File: src/rtl/game_sequencer.sv
// game_sequencer: central game controller. Broadcasts a 3-bit state code to the per-row
// Block instances, paces piece falling with a gravity divider, sequences
// spawn -> fall -> write -> clear/shift, and counts cleared lines (saturating at 16'hFFFF).
// Optional feature macro: SOFT_DROP_EN adds the soft_drop input. While soft_drop is high in
// FALL, the gravity terminal count shortens to (GRAVITY_DIV>>3)-1, with a minimum of 1.
// The handshake with the Blocks is level-sampled and has no valid/ready pair:
//   stop_in is sampled only in MOVE_CHK,
//   endgame_in is sampled only in ADD_CHK,
//   full_rows is sampled only in CHECK.
// Each code is held for exactly the cycles of its state, so the Blocks act on the code they see.
module game_sequencer #(
   parameter int ROWS        = 20,
   parameter int GRAVITY_DIV = 25_000_000,
   parameter int RIDX_W      = 5
) (
   input  logic              clk,
   input  logic              reset,
   input  logic              start,
   input  logic              stop_in,
   input  logic              endgame_in,
   input  logic [ROWS-1:0]   full_rows,
`ifdef SOFT_DROP_EN
   input  logic              soft_drop,
`endif
   output logic [2:0]        state_code,
   output logic [RIDX_W-1:0] shift_row,
   output logic [15:0]       lines,
   output logic              game_over,
   output logic              busy,
   output logic [3:0]        o_dbg_state
);

   localparam int CNT_W = (GRAVITY_DIV > 2) ? $clog2(GRAVITY_DIV) : 1;
   localparam logic [CNT_W-1:0] C_TERM = CNT_W'(GRAVITY_DIV - 1);
`ifdef SOFT_DROP_EN
   localparam int SOFT_TERM = ((GRAVITY_DIV >> 3) > 1) ? ((GRAVITY_DIV >> 3) - 1) : 1;
   localparam logic [CNT_W-1:0] C_SOFT_TERM = CNT_W'(SOFT_TERM);
`endif

   localparam logic [2:0] C_CHK   = 3'b000;
   localparam logic [2:0] C_MOVE  = 3'b001;
   localparam logic [2:0] C_WRITE = 3'b010;
   localparam logic [2:0] C_SHIFT = 3'b011;
   localparam logic [2:0] C_ADD   = 3'b100;
   localparam logic [2:0] C_HOLD  = 3'b111;

   typedef enum logic [3:0] {
      S_IDLE     = 4'd0,
      S_ADD      = 4'd1,
      S_ADD_CHK  = 4'd2,
      S_FALL     = 4'd3,
      S_MOVE     = 4'd4,
      S_MOVE_CHK = 4'd5,
      S_WRITE    = 4'd6,
      S_CHECK    = 4'd7,
      S_SHIFT    = 4'd8,
      S_SETTLE   = 4'd9,
      S_HALT     = 4'd10
   } state_t;

   state_t             r_state;
   logic [2:0]         r_code;
   logic [RIDX_W-1:0]  r_shift_row;
   logic [15:0]        r_lines;
   logic               r_game_over;
   logic               r_busy;
   logic [CNT_W-1:0]   r_cnt;

   logic [RIDX_W-1:0]  w_low_idx;
   logic               w_fall_done;

   // Index of the lowest full row; bottom-most row is cleared first
   always_comb begin
      w_low_idx = '0;
      for (int i = ROWS - 1; i >= 0; i--) begin
         if (full_rows[i]) w_low_idx = RIDX_W'(i);
      end
   end

   // Gravity terminal count reached (shortened while soft drop is requested)
   always_comb begin
      w_fall_done = (r_cnt >= C_TERM);
`ifdef SOFT_DROP_EN
      if (soft_drop && (r_cnt >= C_SOFT_TERM)) w_fall_done = 1'b1;
`endif
   end

   // Main sequencer: state, registered broadcast code and status outputs
   always_ff @(posedge clk) begin
      if (!reset) begin
         r_state     <= S_IDLE;
         r_code      <= C_HOLD;
         r_shift_row <= '0;
         r_lines     <= '0;
         r_game_over <= 1'b0;
         r_busy      <= 1'b0;
         r_cnt       <= '0;
      end else begin
         // The counter only advances while in FALL, so it is always zero on entry
         r_cnt <= '0;
         case (r_state)
            S_IDLE: begin
               if (start) begin
                  r_state <= S_ADD;
                  r_code  <= C_ADD;
                  r_busy  <= 1'b1;
               end
            end
            S_ADD: begin
               r_state <= S_ADD_CHK;
               r_code  <= C_HOLD;
            end
            S_ADD_CHK: begin
               if (endgame_in) begin
                  r_state     <= S_HALT;
                  r_code      <= C_CHK;
                  r_busy      <= 1'b0;
                  r_game_over <= 1'b1;
               end else begin
                  r_state <= S_FALL;
                  r_code  <= C_HOLD;
               end
            end
            S_FALL: begin
               if (w_fall_done) begin
                  r_state <= S_MOVE;
                  r_code  <= C_MOVE;
               end else begin
                  r_cnt <= r_cnt + 1'b1;
               end
            end
            S_MOVE: begin
               r_state <= S_MOVE_CHK;
               r_code  <= C_HOLD;
            end
            S_MOVE_CHK: begin
               if (stop_in) begin
                  r_state <= S_WRITE;
                  r_code  <= C_WRITE;
               end else begin
                  r_state <= S_FALL;
                  r_code  <= C_HOLD;
               end
            end
            S_WRITE: begin
               r_state <= S_CHECK;
               r_code  <= C_CHK;
            end
            S_CHECK: begin
               if (full_rows == '0) begin
                  r_state <= S_ADD;
                  r_code  <= C_ADD;
               end else begin
                  r_shift_row <= w_low_idx;
                  r_state     <= S_SHIFT;
                  r_code      <= C_SHIFT;
               end
            end
            S_SHIFT: begin
               if (r_lines != 16'hFFFF) r_lines <= r_lines + 16'd1;
               r_state <= S_SETTLE;
               r_code  <= C_HOLD;
            end
            S_SETTLE: begin
               // One idle cycle lets the row array re-evaluate full_rows after the shift
               r_state <= S_CHECK;
               r_code  <= C_CHK;
            end
            S_HALT: begin
               r_state     <= S_HALT;
               r_code      <= C_CHK;
               r_busy      <= 1'b0;
               r_game_over <= 1'b1;
            end
            default: begin
               r_state     <= S_IDLE;
               r_code      <= C_HOLD;
               r_busy      <= 1'b0;
               r_game_over <= 1'b0;
            end
         endcase
      end
   end

   assign state_code  = r_code;
   assign shift_row   = r_shift_row;
   assign lines       = r_lines;
   assign game_over   = r_game_over;
   assign busy        = r_busy;
   assign o_dbg_state = r_state;

endmodule

File: config.mk
export PLATFORM = sky130hd
export DESIGN_NAME = game_sequencer
export DESIGN_NICKNAME = d
export VERILOG_FILES = /design/src/rtl/game_sequencer.sv
export SDC_FILE = /design/constraint.sdc
export NUM_CORES = 1
export LEC_CHECK = 0
export BUFFER_PORTS_ARGS = -buffer_cell sky130_fd_sc_hd__buf_2
export CAP_MARGIN = 20
export CORE_MARGIN = 8
export CORE_UTILIZATION = 25
export CTS_CLUSTER_SIZE = 12
export DETAILED_ROUTE_END_ITERATION = 8
export PLACE_DENSITY = 0.52
export SYNTH_ARGS = -nofsm -noshare
export SYNTH_HDL_FRONTEND = slang
export SYNTH_SLANG_ARGS = --single-unit
File: constraint.sdc
create_clock -name clk -period 2.1 [get_ports clk]
set_input_delay 0.105 -clock clk [delete_from_list [all_inputs] [get_ports clk]]
set_output_delay 0.105 -clock clk [all_outputs]
set_load 0.005 [all_outputs]
* Word level (Yosys, flattened, before mapping) *
Cells that the tools add are included.

storage, ports and cells
  bits in registers = 55

cells by class
  reduce and logical (&&, ||, !) cells = 12
  mux-type cells = 37
  equality and inequality tests = 14
  magnitude comparators = 1
  bitwise operators = 5
  $add $sub $neg = 2

operators with widths
  operator                 number
  $mux W5                  20
  $pmux W4 S10             1
  $add A25 B1 Y25 const B  1
  $ge A25 B25 Y1 const B   1
  $logic_not A20 Y1        1
  $mux W3                  6
  $pmux W3 S6              1
  $add A16 B1 Y16 const B  1
  $eq A4 B3 Y1 const B     4
  $mux W4                  4
  $ne A16 B16 Y1 const B   1
  $eq A4 B4 Y1 const B     3
  $reduce_or A9 Y1         1
  $eq A4 B2 Y1 const B     2
  $reduce_and A2 Y1        4
  $reduce_or A8 Y1         1
  $ne A2 B2 Y1 const B     3
  $pmux W1 S3              2
  $reduce_or A3 Y1         2
  $not A1 Y1               5
  $eq A4 B1 Y1 const B     1
  $logic_not A4 Y1         1
  $mux W1                  3
  $reduce_and A3 Y1        1
  $reduce_or A2 Y1         1

* Depth between registers and ports, before layout *
Gate-level depths: netlist of run 1.

  word-level depth = 20
  mapped depth = 9

* Least setup slack after synthesis of run 1 *
Ideal clock, no wire load.

  path kind = flip-flop to flip-flop
  from = reg r_cnt[0]
  to = reg r_code[0], in the netlist state_code[0]
  cell stages (with the launch flop) = 9
  arrival time = 1.663 ns
  slack = 0.307 ns
  data required time = 1.970 ns
  path through = dfxtp_1 ha_1 nand2_1 or2_1 buf_6 o31ai_4 o2bb2ai_4 nor4b_2 o21ai_1

on the way
  cells in the longest elaborated chain, start to end = 3

RTL lines
  item                         line  text
  start, declared              67    logic [CNT_W-1:0] r_cnt;
  start signal, assigned       129   r_cnt <= r_cnt + 1'b1;
  $ge A25 B25 Y1               82    w_fall_done = (r_cnt >= C_TERM);
  $ne A2 B2 Y1 (no line)       n/a
  $reduce_and A2 Y1 (no line)  n/a
  end signal, assigned         92    r_code <= C_HOLD;
  end signal, assigned         105   r_code <= C_ADD;
  end signal, assigned         111   r_code <= C_HOLD;
  end, declared                62    logic [2:0] r_code;

No other way between the ends.
A chain may end at the register's enable or synchronous reset.

* Worst setup path in the final report of run 1 *
  from = reg r_cnt[0]
  to = reg r_cnt[15]

on the way
  cells in the longest elaborated chain, start to end = 2
  elaborated cells between the ends (all ways) = 3
  classes of those cells = add/sub: 1; order compare: 1; reduce/logical: 1

RTL lines
  item                        line
  $ge A25 B25 Y1              82
  $reduce_or A3 Y1 (no line)  n/a

Parallel ways exist; a longest one is shown, timed or not.

==> results of run 1 <==
==> area by class of cell <==
| type | count | area, um2 |
|---|---|---|
| Clock buffer | 5 | 125 |
| Inverter | 8 | 30.0 |
| Multi-Input combinational cell | 268 | 1750 |
| Fill cell | 1178 | 7850 |
| Tap cell | 143 | 179 |
| Clock inverter | 3 | 67.6 |
| Timing Repair Buffer | 67 | 368 |
| Sequential cell | 55 | 1100 |
==> sequential cells by signal, indices dropped and copies added, names as in the netlist <==
signal,flops
busy,1
state_code,3
o_dbg_state,4
r_cnt,25
game_over,1
lines,16
shift_row,5
==> worst min path at each step <==
stage | startpoint | endpoint | slack, ps
floorplan | reset | r_cnt[2] | 260
global placement | full_rows[1] | shift_row[1] | 410
detailed placement | full_rows[1] | shift_row[1] | 420
CTS | full_rows[1] | shift_row[1] | 110
global route | full_rows[1] | shift_row[1] | 150
finish | full_rows[1] | shift_row[1] | 110
==> synthesized netlist by cell type (3+ instances only) <==
master    instances  area [um2]
nand2b_1          7        43.8
buf_6             3        33.8
nand3_1          20         100
xnor2_1          14         123
and4_1            5        43.8
and2_1           13        81.3
nor3_1            4        20.0
nand2_1          28         105
clkbuf_1          7        26.3
nor2b_1           6        37.5
a21oi_1          13        65.1
o21ai_0          10        50.1
o31ai_1           4        30.0
nor2_1           42         158
nor4_1            9        56.3
a211oi_1          3        22.5
and3_1           10        62.6
inv_1             8        30.0
xor2_1           23         201
nor2_2            5        31.3
dfxtp_1          55        1100
nand4_1          10        62.6
o221a_2           4        45.0
==> worst min-delay path, delay by kind of cell <==
| family | cells | cell delay, ps |
|---|---|---|
| AND/OR/NAND/NOR | 1 | 90 |
| buffers and inverters | 1 | 90 |
| AO/OA/AOI/OAI | 1 | 60 |
==> cell families (layout without fill, tap and decap cells) <==
family / count (synthesis) / after routing / synth area share
AND/OR/NAND/NOR: 174 / 174 / 0.330
multiplexers: 1 / 1 / 0.00338
adder cells (fa/ha/maj): 2 / 2 / 0.00846
AO/OA/AOI/OAI: 54 / 54 / 0.140
flip-flops: 55 / 55 / 0.372
XOR/XNOR: 37 / 37 / 0.110
buffers and inverters: 21 / 83 / 0.0364
==> per-layer routing <==
| layer | share of wire | vias to the layer above | GRT usage |
|---|---|---|---|
| li1 | - | 1347 | - |
| met3 | 0.022 | 5 | 0.0179 |
| met5 | 0 | - | 0 |
| met1 | 0.49 | 1205 | 0.110 |
| met2 | 0.48 | 35 | 0.149 |
| met4 | 0.012 | 0 | 0.0298 |
==> power by group through the flow <==
stage	Combinational (mW)	Sequential (mW)	Clock, mW
floorplan	0.556	1.19	0
global placement	0.786	1.20	0
detailed placement	0.791	1.20	0
CTS	0.793	1.18	1.10
global route	0.876	1.19	1.14
finish	0.787	1.18	1.07
==> per-stage QoR <==
step,worst slack [ps],utilization
after floorplan,307,-
after global placement,199,0.299
after detailed placement,116,0.299
after CTS,103,0.316
after global routing,2.08,0.316
final,110,0.316
==> layout by cell type, fill, tap and decap left out, types with 10 or more instances in the layout <==
cell / n
dfxtp_1: 55
and3_1: 10
nand3_1: 20
xnor2_1: 14
xor2_1: 23
and2_1: 13
buf_2: 54
nor2_1: 42
o21ai_0: 10
a21oi_1: 13
nand4_1: 10
buf_4: 13
nand2_1: 28
==> results.ini, run 1 <==
[synth]
syn-instance-count = 344
synth-main-ff-cell = dfxtp_1
mappedNetlistArea_mm2 = 0.00296
synth.avg_cell_area_um2 = 8.60
ys_warn_count = 0
ys_ff_latch = 55
ys_seq_area_frac = 0.372
synth_edf_count = 0
async_flop_share = 0
synth_nets = 371
synth_cell_types = 57

[critical_path]
critPathRequiredTime_ps = 2270
endpoint = r_cnt[15]
startpoint_type = register
max_stage_delay_ps = 390
path_buf_inv = 0
critical_path.cell_chain = ha_1, nand2_1, or2_1, o31ai_4, o2bb2ai_4, nand2_4, nor2_1
critical_path.top_delay_family = simple AND/OR/NAND/NOR gates
reg2reg_depth = 7
r2r_start = r_cnt[0]
worstSetupEndpointType = register
rrSetupSlack_ps = 110
crit_arrival_ps = 2160
startpoint = r_cnt[0]
cp_max_fo = 24
worst-setup-path-type = register to register
r2r_end = r_cnt[15]
slowest_stage = dfxtp_1
cp.depth = 7

[sta]
rsz0062_at_grt = no
skew_ps = 7.63
drv_slew = 0
setup_viol = 0
period_needed_ps = 1990
slew_headroom = 0.652
tightest_slew_ps = 518
hold_viol = 0
timing.hold.ws_ps = 105
post-route-period-util = 0.947
fmaxAchievable_mhz = 503
fin_setup_tns_ps = 0

[floorplan]
die_w_um = 125
io_pins = 55
die-area_mm2 = 0.0156
coreArea_mm2 = 0.0115
rows = 39
start_util = 0.258
die_height_um = 125

[pwr]
leakagePower_nw = 1.44
internal-power_mw = 2.14
power_switching_mw = 0.889
swShare = 0.294
powerDensity_mw_per_mm2 = 837
power.share.clock = 0.352
share_comb_of_total_power = 0.260
max-vdd-ir-drop_v = 0.000414
seqPwrFrac = 0.388
fin_total_pwr_mw = 3.03

[clock_tree]
ctsLongestPathBuffers = 2
cts_hold_buffers = 0
ctsHtreeMaxLevel = 2
clk_latency_ps = 290
clk_pin_slew_ps = 70
post_cts_buffers = 0
cts-buffers-inserted = 5
cts_sinks = 55
tritoncts = yes
root_buffer = clkbuf_16
cts-resized-gates = 0

[global_routing]
grt_antenna_before_repair = 0
overflow = 0
grt_pass1_vias = 2511
grt_pass1_wl_um = 11900
grt.total_usage = 0.0888
grt_max_degree = 25

[job]
drv_cap = 0

[cells_and_area]
syn_to_final_growth_pct = 22.4
fin_nets = 432
stdcell_count = 549
diodes = 0
stdcell_area_mm2 = 0.00362
layout-drive-gt1-share = 0.239

[min_path]
min_path_type = input pin to register
holdPathStages = 3

[routing]
wl_um = 7040
via_count = 2592
first_pass_iters = 4
drc = 0
routedWlPerCell_um = 12.8
ant_nets = 0
via_per_inst = 4.72
drtIter0Drc = 102

[placement]
routabilityCongestion = 0.820
postPlaceCellArea_mm2 = 0.00343
dpl.hpwl_um = 5350
portBuffers = 54
post-place-cells = 541

[run_status]
status = finished clean

(Power assumes the default switching activity.)
==> run 2: changes to the inputs <==
--- a/config.mk
+++ b/config.mk
@@ -11,7 +11,7 @@
 export CORE_UTILIZATION = 25
 export CTS_CLUSTER_SIZE = 12
 export DETAILED_ROUTE_END_ITERATION = 8
-export PLACE_DENSITY = 0.52
+export PLACE_DENSITY_LB_ADDON = 0.3
 export SYNTH_ARGS = -nofsm -noshare
 export SYNTH_HDL_FRONTEND = slang
 export SYNTH_SLANG_ARGS = --single-unit
==> constraint.sdc (replaced) <==
create_clock -name clk -period 2.4 [get_ports clk]
set_input_delay 0.12 -clock clk [delete_from_list [all_inputs] [get_ports clk]]
set_output_delay 0.12 -clock clk [all_outputs]
set_load 0.005 [all_outputs]
==> results.ini, run 2 (same netlist as run 1, synthesis figures left out) <==
[critical_path]
worst-setup-path-type = register to register  ; unchanged
startpoint = o_dbg_state[1]  ; was r_cnt[0]
r2r_start = o_dbg_state[1]  ; was r_cnt[0]
critPathRequiredTime_ps = 2630  ; was 2270 ps
cp_max_fo = 24  ; unchanged
worstSetupEndpointType = register  ; unchanged
startpoint_type = register  ; unchanged
crit_arrival_ps = 2350  ; was 2160 ps

[pwr]
seqPwrFrac = 0.415  ; was 0.388
power_switching_mw = 0.775  ; was 0.889 mW
power.share.clock = 0.337  ; was 0.352
swShare = 0.304  ; was 0.294
max-vdd-ir-drop_v = 0.000246  ; was 0.000414 V
internal-power_mw = 1.78  ; was 2.14 mW
powerDensity_mw_per_mm2 = 724  ; was 837 mW/mm2
share_comb_of_total_power = 0.248  ; was 0.260
leakagePower_nw = 1.39  ; was 1.44 nW
fin_total_pwr_mw = 2.55  ; was 3.03 mW

[clock_tree]
clk_latency_ps = 300  ; was 290 ps
cts_sinks = 55  ; unchanged
root_buffer = clkbuf_16  ; unchanged
ctsLongestPathBuffers = 2  ; unchanged
cts-resized-gates = 0  ; unchanged
ctsHtreeMaxLevel = 2  ; unchanged
post_cts_buffers = 0  ; unchanged
cts_hold_buffers = 0  ; unchanged
tritoncts = yes  ; unchanged
cts-buffers-inserted = 5  ; unchanged
clk_pin_slew_ps = 70  ; about the same

[cells_and_area]
postLayoutCoreUtil = 0.307  ; was 0.316
mostFrequentLayoutCell = dfxtp_1  ; unchanged
fin_nets = 422  ; was 432
largest-register = r_cnt  ; unchanged
layout-drive-gt1-share = 0.220  ; was 0.239
diodes = 0  ; unchanged
syn_to_final_growth_pct = 19.2  ; was 22.4%
largest_reg_flops = 25  ; unchanged
final_cell_mix = dfxtp_1 (55), buf_2 (54), nor2_1 (42)  ; unchanged

[floorplan]
io_pins = 55  ; unchanged
die_w_um = 125  ; unchanged
die-area_mm2 = 0.0156  ; unchanged
die_height_um = 125  ; unchanged
start_util = 0.258  ; unchanged
rows = 39  ; unchanged
coreArea_mm2 = 0.0115  ; unchanged

[placement]
place_ws_ps = 289  ; was 116 ps
routabilityCongestion = 0.819  ; was 0.820
portBuffers = 54  ; unchanged
dpl.hpwl_um = 5230  ; was 5350 um

[sta]
drv_slew = 0  ; unchanged
skew_ps = 4.88  ; was 7.63 ps
fmaxAchievable_mhz = 471  ; was 503 MHz
timing.hold.ws_ps = 136  ; was 105 ps
hold_viol = 0  ; unchanged
setup_viol = 0  ; unchanged
tightest_slew_ps = 652  ; was 518 ps
slew_headroom = 0.562  ; was 0.652
period_needed_ps = 2120  ; was 1990 ps
post-route-period-util = 0.885  ; was 0.947
fin_setup_tns_ps = 0  ; unchanged
finalWorstSetupSlack_ps = 276  ; was 110 ps
rsz0062_at_grt = no  ; unchanged

[global_routing]
grt_pass1_vias = 2429  ; was 2,511
grt_max_degree = 34  ; was 25
grt.total_usage = 0.0894  ; was 0.0888
grt_antenna_before_repair = 0  ; unchanged
grt_pass1_wl_um = 11800  ; was 11,900 um
overflow = 0  ; unchanged

[routing]
drtIter0Drc = 119  ; was 102
routedWlPerCell_um = 12.9  ; was 12.8 um
drc = 0  ; unchanged
first_pass_iters = 4  ; unchanged
ant_nets = 0  ; unchanged
wl_um = 6980  ; was 7040 um
via_count = 2570  ; was 2,592
via_per_inst = 4.77  ; was 4.72

[job]
drv_cap = 0  ; unchanged

[min_path]
hp-start = full_rows[0]  ; was full_rows[1]
min_path_type = input pin to register  ; unchanged

[run_status]
status = finished clean  ; unchanged

run 2: path summary, 6_finish.rpt:
path | endpoint | cells past startpoint | slack [ps]
max | r_cnt[3] | 6 | 280
min | shift_row[1] | 3 | 140
max reg2reg | r_cnt[3] | 6 | 280
min reg2reg | shift_row[0] | 2 | 470
run 2: power groups by stage:
stage	logic [mW]	clock network [mW]	registers, mW
after floorplan	0.487	0	1.04
after global placement	0.637	0	1.08
after detailed placement	0.633	0	1.08
after CTS	0.637	0.882	1.06
after global routing	0.705	0.916	1.08
final	0.632	0.860	1.06
run 2: final cells by class:
cell class	count	area (um2)
multi-input cells	268	1750
repair buffers	57	293
inverters	8	30.0
flip-flops and latches	55	1100
clock inverters	2	35.0
clock buffers	6	139
fillers	1232	7940
well taps	143	179
run 2: routing by layer:
| metal | GRT usage | wire, um |
|---|---|---|
| met5 | 0 | 0 |
| met1 | 0.113 | 3300 |
| met4 | 0.0383 | 116 |
| met2 | 0.139 | 3200 |
| met3 | 0.0238 | 355 |
run 2: critical path: stages (launching register included):
cell and delay, ps:
dfxtp_1 660, and4bb_4 360, nor3b_2 230, o31ai_4 120, o2bb2ai_4 260, nand2_4 220, nor2_1 170
run 2: metrics by stage:
stage          instance area (um2)  cells
2_1_floorplan                 2960    344
3_3_place_gp                  3350    531
3_5_place_dp                  3350    531
4_1_cts                       3530    539
5_1_grt                       3530    539
6_report                      3530    539
